$ cat config.mk
export PLATFORM = sky130hd
export DESIGN_NAME = wptr_full_ctrl
export DESIGN_NICKNAME = d
export VERILOG_FILES = /design/src/rtl/wptr_full_ctrl.sv
export SDC_FILE = /design/constraint.sdc
export NUM_CORES = 1
export LEC_CHECK = 0
export ABC_AREA = 1
export BUFFER_PORTS_ARGS = -buffer_cell sky130_fd_sc_hd__buf_2
export CORE_MARGIN = 5
export CORE_UTILIZATION = 55
export DETAILED_ROUTE_END_ITERATION = 10
export PLACE_DENSITY = 0.87
export SLEW_MARGIN = 20
export SYNTH_ARGS = -nofsm -noshare
export SYNTH_HDL_FRONTEND = slang
export SYNTH_SLANG_ARGS = --single-unit
$ cat constraint.sdc
create_clock -name wclk -period 4.14 [get_ports wclk]
set_input_delay 0.207 -clock wclk [delete_from_list [all_inputs] [get_ports wclk]]
set_output_delay 0.207 -clock wclk [all_outputs]
set_load 0.02 [all_outputs]
$ cat src/rtl/wptr_full_ctrl.sv
`default_nettype none
// ============================================================================
// Module      : wptr_full_ctrl
// Description : Async-FIFO write-side pointer, full/almost-full and level logic.
// Revision    : 1.0
// ============================================================================

module wptr_full_ctrl #(
    parameter int ADDRSIZE     = 4,
    parameter int AFULL_THRESH = 12
) (
    input  logic                wclk,
    input  logic                wrst_n,
    input  logic                winc,
    input  logic [ADDRSIZE:0]   rptr_gray,
    input  logic                ovf_clr,
    output logic                wclken,
    output logic [ADDRSIZE-1:0] waddr,
    output logic [ADDRSIZE:0]   wptr,
    output logic                wfull,
    output logic                walmost_full,
    output logic [ADDRSIZE:0]   wlevel,
    output logic                woverflow
);

    localparam logic [ADDRSIZE:0] c_afull = AFULL_THRESH[ADDRSIZE:0];

    logic [ADDRSIZE:0] wq1_rptr;
    logic [ADDRSIZE:0] wq2_rptr;
    logic [ADDRSIZE:0] wbin;
    logic [ADDRSIZE:0] wbinnext;
    logic [ADDRSIZE:0] wgraynext;
    logic [ADDRSIZE:0] rbin_s;
    logic [ADDRSIZE:0] wlevel_next;
    logic [ADDRSIZE:0] wfull_match;
    logic              wfull_next;

    // Two-flop synchronizer for the read pointer crossing from the read domain.
    always_ff @(posedge wclk or negedge wrst_n) begin
        if (!wrst_n) begin
            wq1_rptr <= '0;
            wq2_rptr <= '0;
        end else begin
            wq1_rptr <= rptr_gray;
            wq2_rptr <= wq1_rptr;
        end
    end

    assign wclken    = winc & ~wfull;
    assign waddr     = wbin[ADDRSIZE-1:0];
    assign wbinnext  = wbin + {{ADDRSIZE{1'b0}}, wclken};
    assign wgraynext = (wbinnext >> 1) ^ wbinnext;

    always_comb begin
        rbin_s = '0;
        for (int i = 0; i <= ADDRSIZE; i++) begin
            rbin_s[i] = ^(wq2_rptr >> i);
        end
    end

    // Full when the write pointer is exactly one lap ahead of the read pointer.
    assign wfull_match = {~wq2_rptr[ADDRSIZE:ADDRSIZE-1], wq2_rptr[ADDRSIZE-2:0]};
    assign wfull_next  = (wgraynext == wfull_match);

    // Stale rbin_s can only make the level look higher, never lower.
    assign wlevel_next = wbinnext - rbin_s;

    always_ff @(posedge wclk or negedge wrst_n) begin
        if (!wrst_n) begin
            wbin         <= '0;
            wptr         <= '0;
            wfull        <= 1'b0;
            walmost_full <= 1'b0;
            wlevel       <= '0;
            woverflow    <= 1'b0;
        end else begin
            wbin         <= wbinnext;
            wptr         <= wgraynext;
            wfull        <= wfull_next;
            walmost_full <= (wlevel_next >= c_afull);
            wlevel       <= wlevel_next;
            woverflow    <= (winc & wfull) | (woverflow & ~ovf_clr);
        end
    end

endmodule

`default_nettype wire

==> summary.txt <==
Run status
  • Status: complete, no violations

Synth
  • Synthesized flop and latch total: 27
  • Post-synthesis instance area: 0.00120 sq mm
  • Post-synth net total: around 140
  • Seq/Total Area, Yosys: between 50% and 60%
  • Ys Warns: 0
  • Cells after synthesis: ~130
  • Netlist cell types: 18
  • Average size of a mapped cell: ~9.5 sq um

Detailed routing
  • Residual DRC count: 0
  • Post-DR wirelength/cell: 11.1 um
  • Via count: between 900 and 1000
  • Final antenna-violating net count: 0
  • Router iterations before antenna repair: 4
  • DRT Wirelength: around 2100 um
  • DR iter-0 viols: 30
  • Drt via density: about 4.7

Timing
  • Final setup viols: 0
  • Worst clock skew: about 0.011 ns
  • Final Hold Fails: 0
  • Worst-Margin Slew: about 0.55 ns
  • Slew Limit Headroom: a little under two thirds
  • Period utilisation layout: around 56%
  • Max-slew violations: 0
  • Fmax: about 430 MHz
  • RSZ-0062 raised after global routing: false
  • Final worst slack: roughly 1.8 ns
  • TNS Setup: 0 ns
  • Clock period minus worst slack: 2.34 ns
  • Fin Hold WS: around 0.064 ns

Placement
  • Routability cong.: ~0.84
  • Hpwl dp: roughly 1700 um
  • PortBufs: 26
  • DP Area: 0.00137 sq mm
  • Place WS: between 1.5 and 2 ns

CTS
  • CTS max path bufs: 2
  • Post-CTS setup buffer count: 0
  • Resized cells post-CTS: 0
  • Later-pin clock latency in the skew report: around 0.33 ns
  • CTS tree: done
  • H-tree levels: 1
  • Clk slew on worst S/H paths: 0.14 ns
  • Root buffer cell: clkbuf_4
  • Num CTS Buffers: 3
  • Hold-fix buffers, CTS: 6
  • Clock sink count: 27

Critical path
  • Top cell by count, worst path: nand2_1
  • Worst EP arrival: around 2.6 ns
  • Critical path endpoint category: register
  • Slowest CP cell: dfrtp_1
  • Critical path's largest stage delay: 0.42 ns
  • Critical path startpoint category: register
  • Crit-path cells: nor2_1 -> ha_1 -> ha_1 -> nand2_1 -> nand2_1 -> inv_2 -> ha_1 -> inv_1 -> nor2_1 -> nand3_1 -> nand2_1 -> nand2_1 -> and2_1
  • Crit path kind: register to register
  • Crit Path Max Fanout: 4
  • Worst EP required: approximately 4.4 ns

Die
  • Starting density of the core: a little under three fifths
  • Core area: ~0.0021 sq mm
  • Die X: approximately 57 um
  • Row count: 17
  • Num ports: 27
  • Die Y-Extent: 56.8 um
  • Total Die Area: approximately 0.0032 sq mm

Pwr
  • Pleak: 0.818 nW
  • Switching Fraction: 46.5%
  • Seq pwr share: 33.9%
  • P_sw: between 500 and 600 uW
  • Power per cell area: around 800 mW/mm^2
  • Comb pwr share: approximately 57%
  • Clock share of power: under 10%
  • Cell-internal power: 635 uW
  • Peak supply drop: roughly 0.56 mV

Global route
  • Global-route wire length before repair: between 3000 and 4000 um
  • Initial antenna violation count: 0
  • GRT Total Usage: approximately 14%
  • Largest net degree at the start of global routing: 28
  • GRT overflow: 0
  • Vias in the first global route: ~880

Run
  • Max Cap Violations: 0

Layout
  • # diodes: 0
  • Fin util: 67.8%
  • P&R area growth vs syn: 21.0%
  • Layout cells sized above 1: around a fifth
  • Nets@finish: 179
  • Most common cell after layout, fill and taps aside: nand2_1
  • Most frequent cells in the layout: nand2_1, dfrtp_1, buf_2
  • Post-route cell area: 0.00146 sq mm

Hold path
  • Worst Hold Class: primary input to register
==> power by group through the flow <==
| stage | logic, mW | registers [mW] | clock network (mW) |
|---|---|---|---|
| after floorplan | 0.384 | 0.512 | 0 |
| after global placement | 0.645 | 0.403 | 0 |
| after detailed placement | 0.671 | 0.408 | 0 |
| after CTS | 0.680 | 0.403 | 0.114 |
| after global routing | 0.757 | 0.415 | 0.123 |
| final | 0.676 | 0.402 | 0.110 |
==> layer usage <==
metal	GRT usage, %	wire length, um
met1	16.0	865
met5	0	0
met2	26.2	1070
met4	5.96	51
met3	2.53	143
==> stage by stage <==
stage	power, mW	cells
after floorplan	0.896	127
after global placement	1.05	181
after detailed placement	1.08	181
after CTS	1.20	191
after global routing	1.29	191
final	1.19	191
==> state kept, by name (all words and copies together), names as in the netlist <==
register	count
wbin	5
woverflow	1
wlevel	5
wq2_rptr	5
wq1_rptr	5
walmost_full	1
wfull	1
wptr	4
==> worst max-delay path, delay by kind of cell, from the launching register on <==
kind / cells / cell delay [ns]
and+or+nand+nor: 8 / 0.87
buffers and inverters: 2 / 0.14
DFF: 1 / 0.42
adders and majority gates: 3 / 0.80
==> final cells by class <==
class / count / area (sq um)
repair buffers: 32 / 190
inverters: 21 / 78.8
multi-input cells: 79 / 449
clock buffers: 3 / 22.5
fillers: 180 / 692
well taps: 28 / 35.0
flip-flops and latches: 27 / 676
clock inverters: 1 / 5.00
==> cell families (layout without fill, tap and decap cells) <==
family,Yosys count,in the layout,share of synthesized area [%]
AO/OA/AOI/OAI,2,2,0.831
buffers and inverters,21,57,6.55
adder cells (fa/ha/maj),6,6,6.24
flip-flops,27,27,56.1
AND/OR/NAND/NOR,59,59,20.9
XOR/XNOR,12,12,9.36
==> Yosys cell counts (all sizes together) <==
cell type | n | area share [%]
inv | 21 | 6.5
a21oi | 1 | 0.42
nand4 | 1 | 0.52
nor3 | 1 | 0.42
nand2 | 42 | 13
xnor2 | 3 | 2.8
and2 | 1 | 0.52
xor2 | 9 | 6.5
nand3 | 10 | 4.6
dfrtp | 27 | 56
o21ai | 1 | 0.42
nand3b | 1 | 0.62
nor2 | 3 | 0.94
ha | 6 | 6.2
==> worst paths after layout <==
| kind | from | endpoint | slack, ns | depth (start not counted) |
|---|---|---|---|---|
| max | wfull | wlevel[3] | 1.80 | 13 |
| min | ovf_clr | woverflow | 0.06 | 2 |
| max reg2reg | wfull | wlevel[3] | 1.80 | 13 |
| min reg2reg | wq1_rptr[3] | wq2_rptr[3] | 0.36 | 0 |
| max in group asynchronous | wrst_n | wq2_rptr[4] | 3.39 | 2 |
| min in group asynchronous | wrst_n | walmost_full | 0.38 | 2 |
Power figures use the tool's default switching activity.
